**config.mk**
```make
export PLATFORM = sky130hd
export DESIGN_NAME = iq_requant_fifo
export DESIGN_NICKNAME = d
export VERILOG_FILES = /design/src/rtl/iq_requant_fifo.sv
export SDC_FILE = /design/constraint.sdc
export NUM_CORES = 1
export LEC_CHECK = 0
export ABC_AREA = 1
export ABC_CLOCK_PERIOD_IN_PS = 10050
export BUFFER_PORTS_ARGS = -buffer_cell sky130_fd_sc_hd__buf_2
export CORE_MARGIN = 2
export CORE_UTILIZATION = 60
export CTS_CLUSTER_DIAMETER = 150
export CTS_CLUSTER_SIZE = 20
export DETAILED_ROUTE_END_ITERATION = 12
export GPL_ROUTABILITY_DRIVEN = 0
export PLACE_DENSITY = 0.82
export SYNTH_ARGS = -nofsm -noshare
export SYNTH_HDL_FRONTEND = slang
export SYNTH_SLANG_ARGS = --single-unit
```
**constraint.sdc**
```tcl
create_clock -name clk16 -period 10.05 [get_ports clk16]
set_input_delay 2.01 -clock clk16 [delete_from_list [all_inputs] [get_ports clk16]]
set_output_delay 2.01 -clock clk16 [all_outputs]
set_load 0.005 [all_outputs]
```
**src/rtl/iq_requant_fifo.sv**
```systemverilog
// Requantizes wide baseband I/Q samples to OUT_W bits (round half up, then clip)
// and buffers them in a show-ahead FIFO with saturation and overflow counters.
module iq_requant_fifo #(
  parameter int IN_W  = 62,
  parameter int OUT_W = 16,
  parameter int SHIFT = 46,
  parameter int DEPTH = 8
) (
  input  logic                     clk16,
  input  logic                     reset,
  input  logic [IN_W-1:0]          sig_demod_30_real,
  input  logic [IN_W-1:0]          sig_demod_30_imag,
  input  logic                     in_valid,
  output logic [OUT_W-1:0]         out_real,
  output logic [OUT_W-1:0]         out_imag,
  output logic                     out_valid,
  input  logic                     out_ready,
  output logic [$clog2(DEPTH):0]   level,
  output logic [15:0]              sat_cnt,
  output logic [15:0]              ovf_cnt
);

  localparam int AW = $clog2(DEPTH);
  localparam logic [AW:0]   LVL_FULL = (AW+1)'(DEPTH);
  localparam logic [AW:0]   LVL_ONE  = (AW+1)'(1);
  localparam logic [AW-1:0] PTR_ONE  = AW'(1);
  localparam logic [IN_W:0] MAX_V = {{(IN_W+2-OUT_W){1'b0}}, {(OUT_W-1){1'b1}}};
  localparam logic [IN_W:0] MIN_V = {{(IN_W+2-OUT_W){1'b1}}, {(OUT_W-1){1'b0}}};

  // Sign-extend by one bit so adding the half-LSB can never overflow.
  function automatic logic [IN_W:0] round_shift(input logic [IN_W-1:0] x);
    logic [IN_W:0]        half;
    logic signed [IN_W:0] sum;
    half          = '0;
    half[SHIFT-1] = 1'b1;
    sum           = $signed({x[IN_W-1], x}) + $signed(half);
    return sum >>> SHIFT;
  endfunction

  // Returns {clipped_flag, value}.
  function automatic logic [OUT_W:0] clip(input logic [IN_W:0] r);
    logic [OUT_W:0] res;
    if ($signed(r) > $signed(MAX_V)) begin
      res = {1'b1, 1'b0, {(OUT_W-1){1'b1}}};
    end else if ($signed(r) < $signed(MIN_V)) begin
      res = {1'b1, 1'b1, {(OUT_W-1){1'b0}}};
    end else begin
      res = {1'b0, r[OUT_W-1:0]};
    end
    return res;
  endfunction

  logic                s1_valid_q;
  logic [IN_W:0]       s1_re_q, s1_im_q;
  logic [OUT_W-1:0]    mem_re_q [DEPTH];
  logic [OUT_W-1:0]    mem_im_q [DEPTH];
  logic [AW-1:0]       wr_ptr_q, wr_ptr_d, rd_ptr_q, rd_ptr_d;
  logic [AW:0]         level_q, level_d;
  logic [15:0]         sat_cnt_q, sat_cnt_d, ovf_cnt_q, ovf_cnt_d;
  logic [OUT_W:0]      clip_re_s, clip_im_s;
  logic                pop_s, full_s, wr_s, drop_s, sat_hit_s;

  always_ff @(posedge clk16) begin
    if (reset) begin
      s1_valid_q <= 1'b0;
      s1_re_q    <= '0;
      s1_im_q    <= '0;
    end else begin
      s1_valid_q <= in_valid;
      if (in_valid) begin
        s1_re_q <= round_shift(sig_demod_30_real);
        s1_im_q <= round_shift(sig_demod_30_imag);
      end
    end
  end

  always_comb begin
    clip_re_s = clip(s1_re_q);
    clip_im_s = clip(s1_im_q);
    sat_hit_s = clip_re_s[OUT_W] | clip_im_s[OUT_W];
    pop_s     = (level_q != '0) & out_ready;
    full_s    = (level_q == LVL_FULL);
    // A full FIFO still accepts a write when the head leaves on the same edge.
    wr_s      = s1_valid_q & (~full_s | pop_s);
    drop_s    = s1_valid_q & full_s & ~pop_s;

    wr_ptr_d  = wr_s  ? wr_ptr_q + PTR_ONE : wr_ptr_q;
    rd_ptr_d  = pop_s ? rd_ptr_q + PTR_ONE : rd_ptr_q;
    case ({wr_s, pop_s})
      2'b10:   level_d = level_q + LVL_ONE;
      2'b01:   level_d = level_q - LVL_ONE;
      default: level_d = level_q;
    endcase

    if (s1_valid_q && sat_hit_s && (sat_cnt_q != 16'hFFFF)) begin
      sat_cnt_d = sat_cnt_q + 16'd1;
    end else begin
      sat_cnt_d = sat_cnt_q;
    end
    if (drop_s && (ovf_cnt_q != 16'hFFFF)) begin
      ovf_cnt_d = ovf_cnt_q + 16'd1;
    end else begin
      ovf_cnt_d = ovf_cnt_q;
    end
  end

  always_ff @(posedge clk16) begin
    if (reset) begin
      wr_ptr_q  <= '0;
      rd_ptr_q  <= '0;
      level_q   <= '0;
      sat_cnt_q <= 16'd0;
      ovf_cnt_q <= 16'd0;
    end else begin
      wr_ptr_q  <= wr_ptr_d;
      rd_ptr_q  <= rd_ptr_d;
      level_q   <= level_d;
      sat_cnt_q <= sat_cnt_d;
      ovf_cnt_q <= ovf_cnt_d;
    end
  end

  // Storage needs no reset; pointers and level define what is valid.
  always_ff @(posedge clk16) begin
    if (wr_s && !reset) begin
      mem_re_q[wr_ptr_q] <= clip_re_s[OUT_W-1:0];
      mem_im_q[wr_ptr_q] <= clip_im_s[OUT_W-1:0];
    end
  end

  assign out_valid = (level_q != '0);
  assign out_real  = out_valid ? mem_re_q[rd_ptr_q] : '0;
  assign out_imag  = out_valid ? mem_im_q[rd_ptr_q] : '0;
  assign level     = level_q;
  assign sat_cnt   = sat_cnt_q;
  assign ovf_cnt   = ovf_cnt_q;

endmodule

```
# After elaboration in Yosys (flattened, before gate mapping)
# Memories as Yosys holds them, arrays and structs flattened. A register that Yosys moved wholly into a read port is not among the register bits.
# Cells that the tools add are included.
[totals] ff_bits=77 latch_bits=0 ramBits=256 rom_bits=0 in_bits=128 elab_cells=55 mem_count=2
[mem_list] memory="mem_im_q" depth=8 word_bits=16 rd=1 rd_ports_with_merged_regs=1 write_ports=1 line="56" text="logic [OUT_W-1:0] mem_im_q [DEPTH];"
[mem_list] memory="mem_re_q" depth=8 word_bits=16 rd=1 rd_ports_with_merged_regs=1 write_ports=1 line="55" text="logic [OUT_W-1:0] mem_re_q [DEPTH];"
[op_classes] add_sub_neg=8 n_mul=0 n_div=0 order_cmp=4 eq_ne=5 n_shift=0 muxes=13 bitwise=8 reduce_logical=7
[op_table] op="adder 62 x 47 -> 63 bit (second input constant)" n=2
[op_table] op="2-to-1 mux 17 bit" n=4
[op_table] op="greater-than comparator 17 x 16 -> 1 bit (second input constant)" n=2
[op_table] op="< comparator 17 x 16 -> 1 bit (second input constant)" n=2
[op_table] op="adder 16 x 1 -> 16 bit (second input constant)" n=2
[op_table] op="2-to-1 mux 16 bit" n=2
[op_table] op="!= test 16 bit (second input constant)" n=2
[op_table] op="2-to-1 mux 3 bit" n=4
[op_table] op="case mux 4 bit (2 select lines)" n=1
[op_table] op="adder 3 x 1 -> 3 bit (second input constant)" n=2
[op_table] op="adder 4 x 1 -> 4 bit (second input constant)" n=1
[op_table] op="bitwise AND 1 bit" n=4
[op_table] op="equality test 4 bit (second input constant)" n=1
[op_table] op="logical AND 1 bit" n=4
[op_table] op="nonzero test 4 bit" n=1
[op_table] op="subtractor 4 x 1 -> 4 bit (second input constant)" n=1
[op_table] op="equality test 2 x 1 -> 1 bit (second input constant)" n=1
[op_table] op="equality test 2 bit (second input constant)" n=1
[op_table] op="2-to-1 mux 1 bit" n=2
[op_table] op="inverter 1 bit" n=2
[op_table] op="bitwise OR 1 bit" n=2
[op_table] op="nonzero test 2 bit" n=1
[op_table] op="zero test 1 bit" n=1

# Depth between registers and ports, before layout
[logic_depth] word_depth=7 depth_mapped=14 ltp_nobuf=14

# Worst setup path before layout
# Ideal clock, no wire load.
[synth_timing] path_type="input to register" start="in reset" end="mem mem_im_q[0][0], enable pin" setup_time_ns=0.461 t_arrival_ns=4.641 setup_slack_ns=4.948 stages=4 n_path_buf=1 cell_sequence="clkbuf_1 > inv_1 > nand2_1 > nor3_1"
[synth_between] elab_chain_len=4
[synth_rtl] element="start: declaration" line="10" text="input logic reset,"
[synth_rtl] element="zero test 1 bit" line="125" text="if (wr_s && !reset) begin"
[synth_rtl] element="logical AND 1 bit" line="125"
[synth_rtl] element="2-to-1 mux 1 bit" line="125"
[synth_rtl] element="2-to-1 mux 1 bit (not written as such)" line="127" text="mem_im_q[wr_ptr_q] <= clip_im_s[OUT_W-1:0];"
[synth_rtl] element="end: declaration" line="56"
# Every way passes these cells.

==> flow_metrics.env <==
export IMPL_globalRouteOverflowTotal=0
export IMPL_grt_first_pass_wirelength_um=50800
export IMPL_syn_to_final_growth_pct=9.08
export IMPL_setup_ws_ps=4910
export IMPL_cp_required_ps=8040
export IMPL_synthesis_area_um2=14900
export IMPL_maxSlewViolCount=0
export IMPL_worst_path_max_fanout=103
export IMPL_cts_buffers=20
export IMPL_antenna_left=0
export IMPL_ys_seq_area_frac=0.622
export IMPL_die_width_um=162
export IMPL_synth_seq_cells=336
export IMPL_htreeDepth=1
export IMPL_die_height_um=162
export IMPL_ys_top_cells_by_area="edfxtp_1 51%, dfxtp_1 11%, nor2_1 7.0%"
export IMPL_ctsResizeCount=0
export IMPL_r2r_slack_ps=7220
export IMPL_placed_area_um2=15700
export IMPL_ir_worst_vdd_mv=0.0939
export IMPL_fin_crit_ps=5140
export IMPL_synth_distinct_cells=33
export IMPL_rows=57
export IMPL_cp_start_kind="flop"
export IMPL_clk_pin_slew_ps=90
export IMPL_status="complete, no violations"
export IMPL_worst_r2r_cell_count=7
export IMPL_drc=0
export IMPL_power_density_nw_per_um2=203
export IMPL_period_share=0.511
export IMPL_vias=10905
export IMPL_leakage_uw=0.00610
export IMPL_avgRoutedWirePerCell_um=16.7
export IMPL_postCtsSetupRepairBufs=0
export IMPL_synthCells=1525
export IMPL_cp_end_kind="output pin"
export IMPL_finalSetupViolCount=0
export IMPL_cts_tree="built"
export IMPL_insertion_delay_ps=520
export IMPL_yosysWarnings=0
export IMPL_synth_ff_type="edfxtp_1"
export IMPL_dr_pass1_iters=5
export IMPL_synth_top_cell_area_share=0.515
export IMPL_io_buffer_count=106
export IMPL_drt_iter0_drc=1022
export IMPL_grt_max_degree=105
export IMPL_hold_depth=1
export IMPL_synth_async_sr_flop_share=0
export IMPL_avgSynthCellArea_um2=9.80
export IMPL_die_area_um2=26200
export IMPL_drt_vias_per_instance=5.64
export IMPL_core_area_um2=24400
export IMPL_skew_ps=15.6
export IMPL_critPathKind="flop to output pin"
export IMPL_antenna_found_initial=0
export IMPL_relSlewSlack=0.191
export IMPL_setup_tns_ps=0
export IMPL_cts_sinks=336
export IMPL_drv_cap=0
export IMPL_synth_top_area_cell="edfxtp_1"
export IMPL_drive_gt1_frac=0.113
export IMPL_nets=1731
export IMPL_cts_max_path_buffers=3
export IMPL_worstHoldPathType="flop to flop"
export IMPL_rsz0062_at_grt="no"
export IMPL_cts_root_buffer="clkbuf_16"
export IMPL_synth_nets=1661
export IMPL_hold_viol=0
export IMPL_synth_edf_count=256
export IMPL_drt_wl_total_um=32300
export IMPL_pin_count=197
export IMPL_fin_util=0.668
export IMPL_cp_arrival_ps=3130
export IMPL_tightest_slew_ps=1200
export IMPL_fmax_ghz=0.195
export IMPL_postLayoutCellArea_um2=16300
export IMPL_initial_core_util=0.612
export IMPL_hold_buffers=0
export IMPL_grt_pass1_vias=9932
export IMPL_dpl_hpwl_um=19900
export IMPL_pre_cts_slack_ps=4740
export IMPL_antenna_cells=0
export IMPL_grt_use_total=0.244
## final timing paths
path                             startpoint        endpoint
worst max-delay path                   flop    out_imag[15]
worst min-delay path            rd_ptr_q[0]            flop
worst max register to register     level[0]  mem_im_q[2][8]
worst min register to register  rd_ptr_q[0]            flop
## worst max-delay path, stage by stage, from the launching register on
cell	delay (ps)
dfxtp_4	550
buf_4	900
o21ai_0	320
o22ai_1	270
nor2_1	70
nor2_1	220
buf_2	160
## layer usage
layer | up-vias | track usage | part of all wire
li1 | 5320 | - | -
met1 | 5048 | 0.353 | 0.43
met4 | 0 | 0.0728 | 0.022
met2 | 475 | 0.400 | 0.47
met3 | 62 | 0.0215 | 0.073
met5 | - | 0 | 0
## synthesized netlist by cell type (5+ instances only)
master      n
a21oi_1    57
a21oi_2     8
buf_1       8
buf_2      14
clkbuf_1   43
dfxtp_1    80
edfxtp_1  256
ha_1        8
inv_1     124
mux2i_1    32
nand2_1   218
nand2_2     9
nand3_1    51
nand4_1    21
nor2_1    277
nor2_4      5
nor3_1     16
o21ai_0   201
o21ai_1    17
o22ai_1    32
xnor2_1    10
xor2_1     19
## where the power goes
part           switching (uW)  internal [uW]  leakage (uW)  total, uW
clock network             430            404      0.000283        835
logic                     584            303       0.00284        887
registers                45.1           1550       0.00299       1590
total                    1060           2260       0.00610       3320
## cell usage in the layout (no fill, tap or decap)
cell,Yosys,final
a21oi_1,57,57
a21oi_2,8,8
and2_1,2,2
buf_2,14,106
buf_4,4,15
bufinv_16,0,1
clkbuf_1,43,13
clkbuf_16,0,20
clkinv_8,0,1
dfxtp_1,80,78
dfxtp_4,0,2
edfxtp_1,256,256
ha_1,8,8
inv_1,124,123
inv_2,1,2
inv_6,1,1
mux2i_1,32,32
nand2_1,218,218
nand2_2,9,9
nand2_4,1,1
nand3_1,51,51
nand3_2,1,1
nand4_1,21,21
nor2_1,277,273
nor2_2,2,2
nor2_4,5,9
nor3_1,16,12
nor3_2,0,4
nor3b_1,1,1
o211ai_1,2,2
o21ai_0,201,201
o21ai_1,17,17
o22ai_1,32,32
xnor2_1,10,10
xor2_1,19,19
## area by class of cell
class | count | area (um^2)
tap | 324 | 405
inverter | 126 | 478
clock buffer | 33 | 549
sequential | 336 | 9300
multi-input combinational | 990 | 4880
timing repair buffer | 121 | 643
fill | 1899 | 8100
clock inverter | 2 | 46.3
## per-stage QoR
stage	hold WS, ps	power (uW)	instances
after floorplan	433	2200	1525
after global placement	445	2470	1897
after detailed placement	476	2500	1897
after CTS	495	3320	1932
after global routing	519	3490	1932
final	492	3320	1932
## registers in the layout (all words and copies together), names as in the netlist, named ones only
name	flops
level	4
mem_im_q	128
mem_re_q	128
ovf_cnt	16
rd_ptr_q	3
s1_im_q	17
s1_re_q	17
s1_valid_q	1
sat_cnt	16
wr_ptr_q	3
## logic make-up (layout without fill, tap and decap cells)
group,count (synthesis),count (layout),synth area share
buf+inv,199,282,0.0551
compound gates,317,317,0.111
simple gates,604,604,0.167
xor+xnor,29,29,0.0170
fa+ha+maj,8,8,0.00670
mux,32,32,0.0214
flops,336,336,0.622
Power figures use the tool's default switching activity.
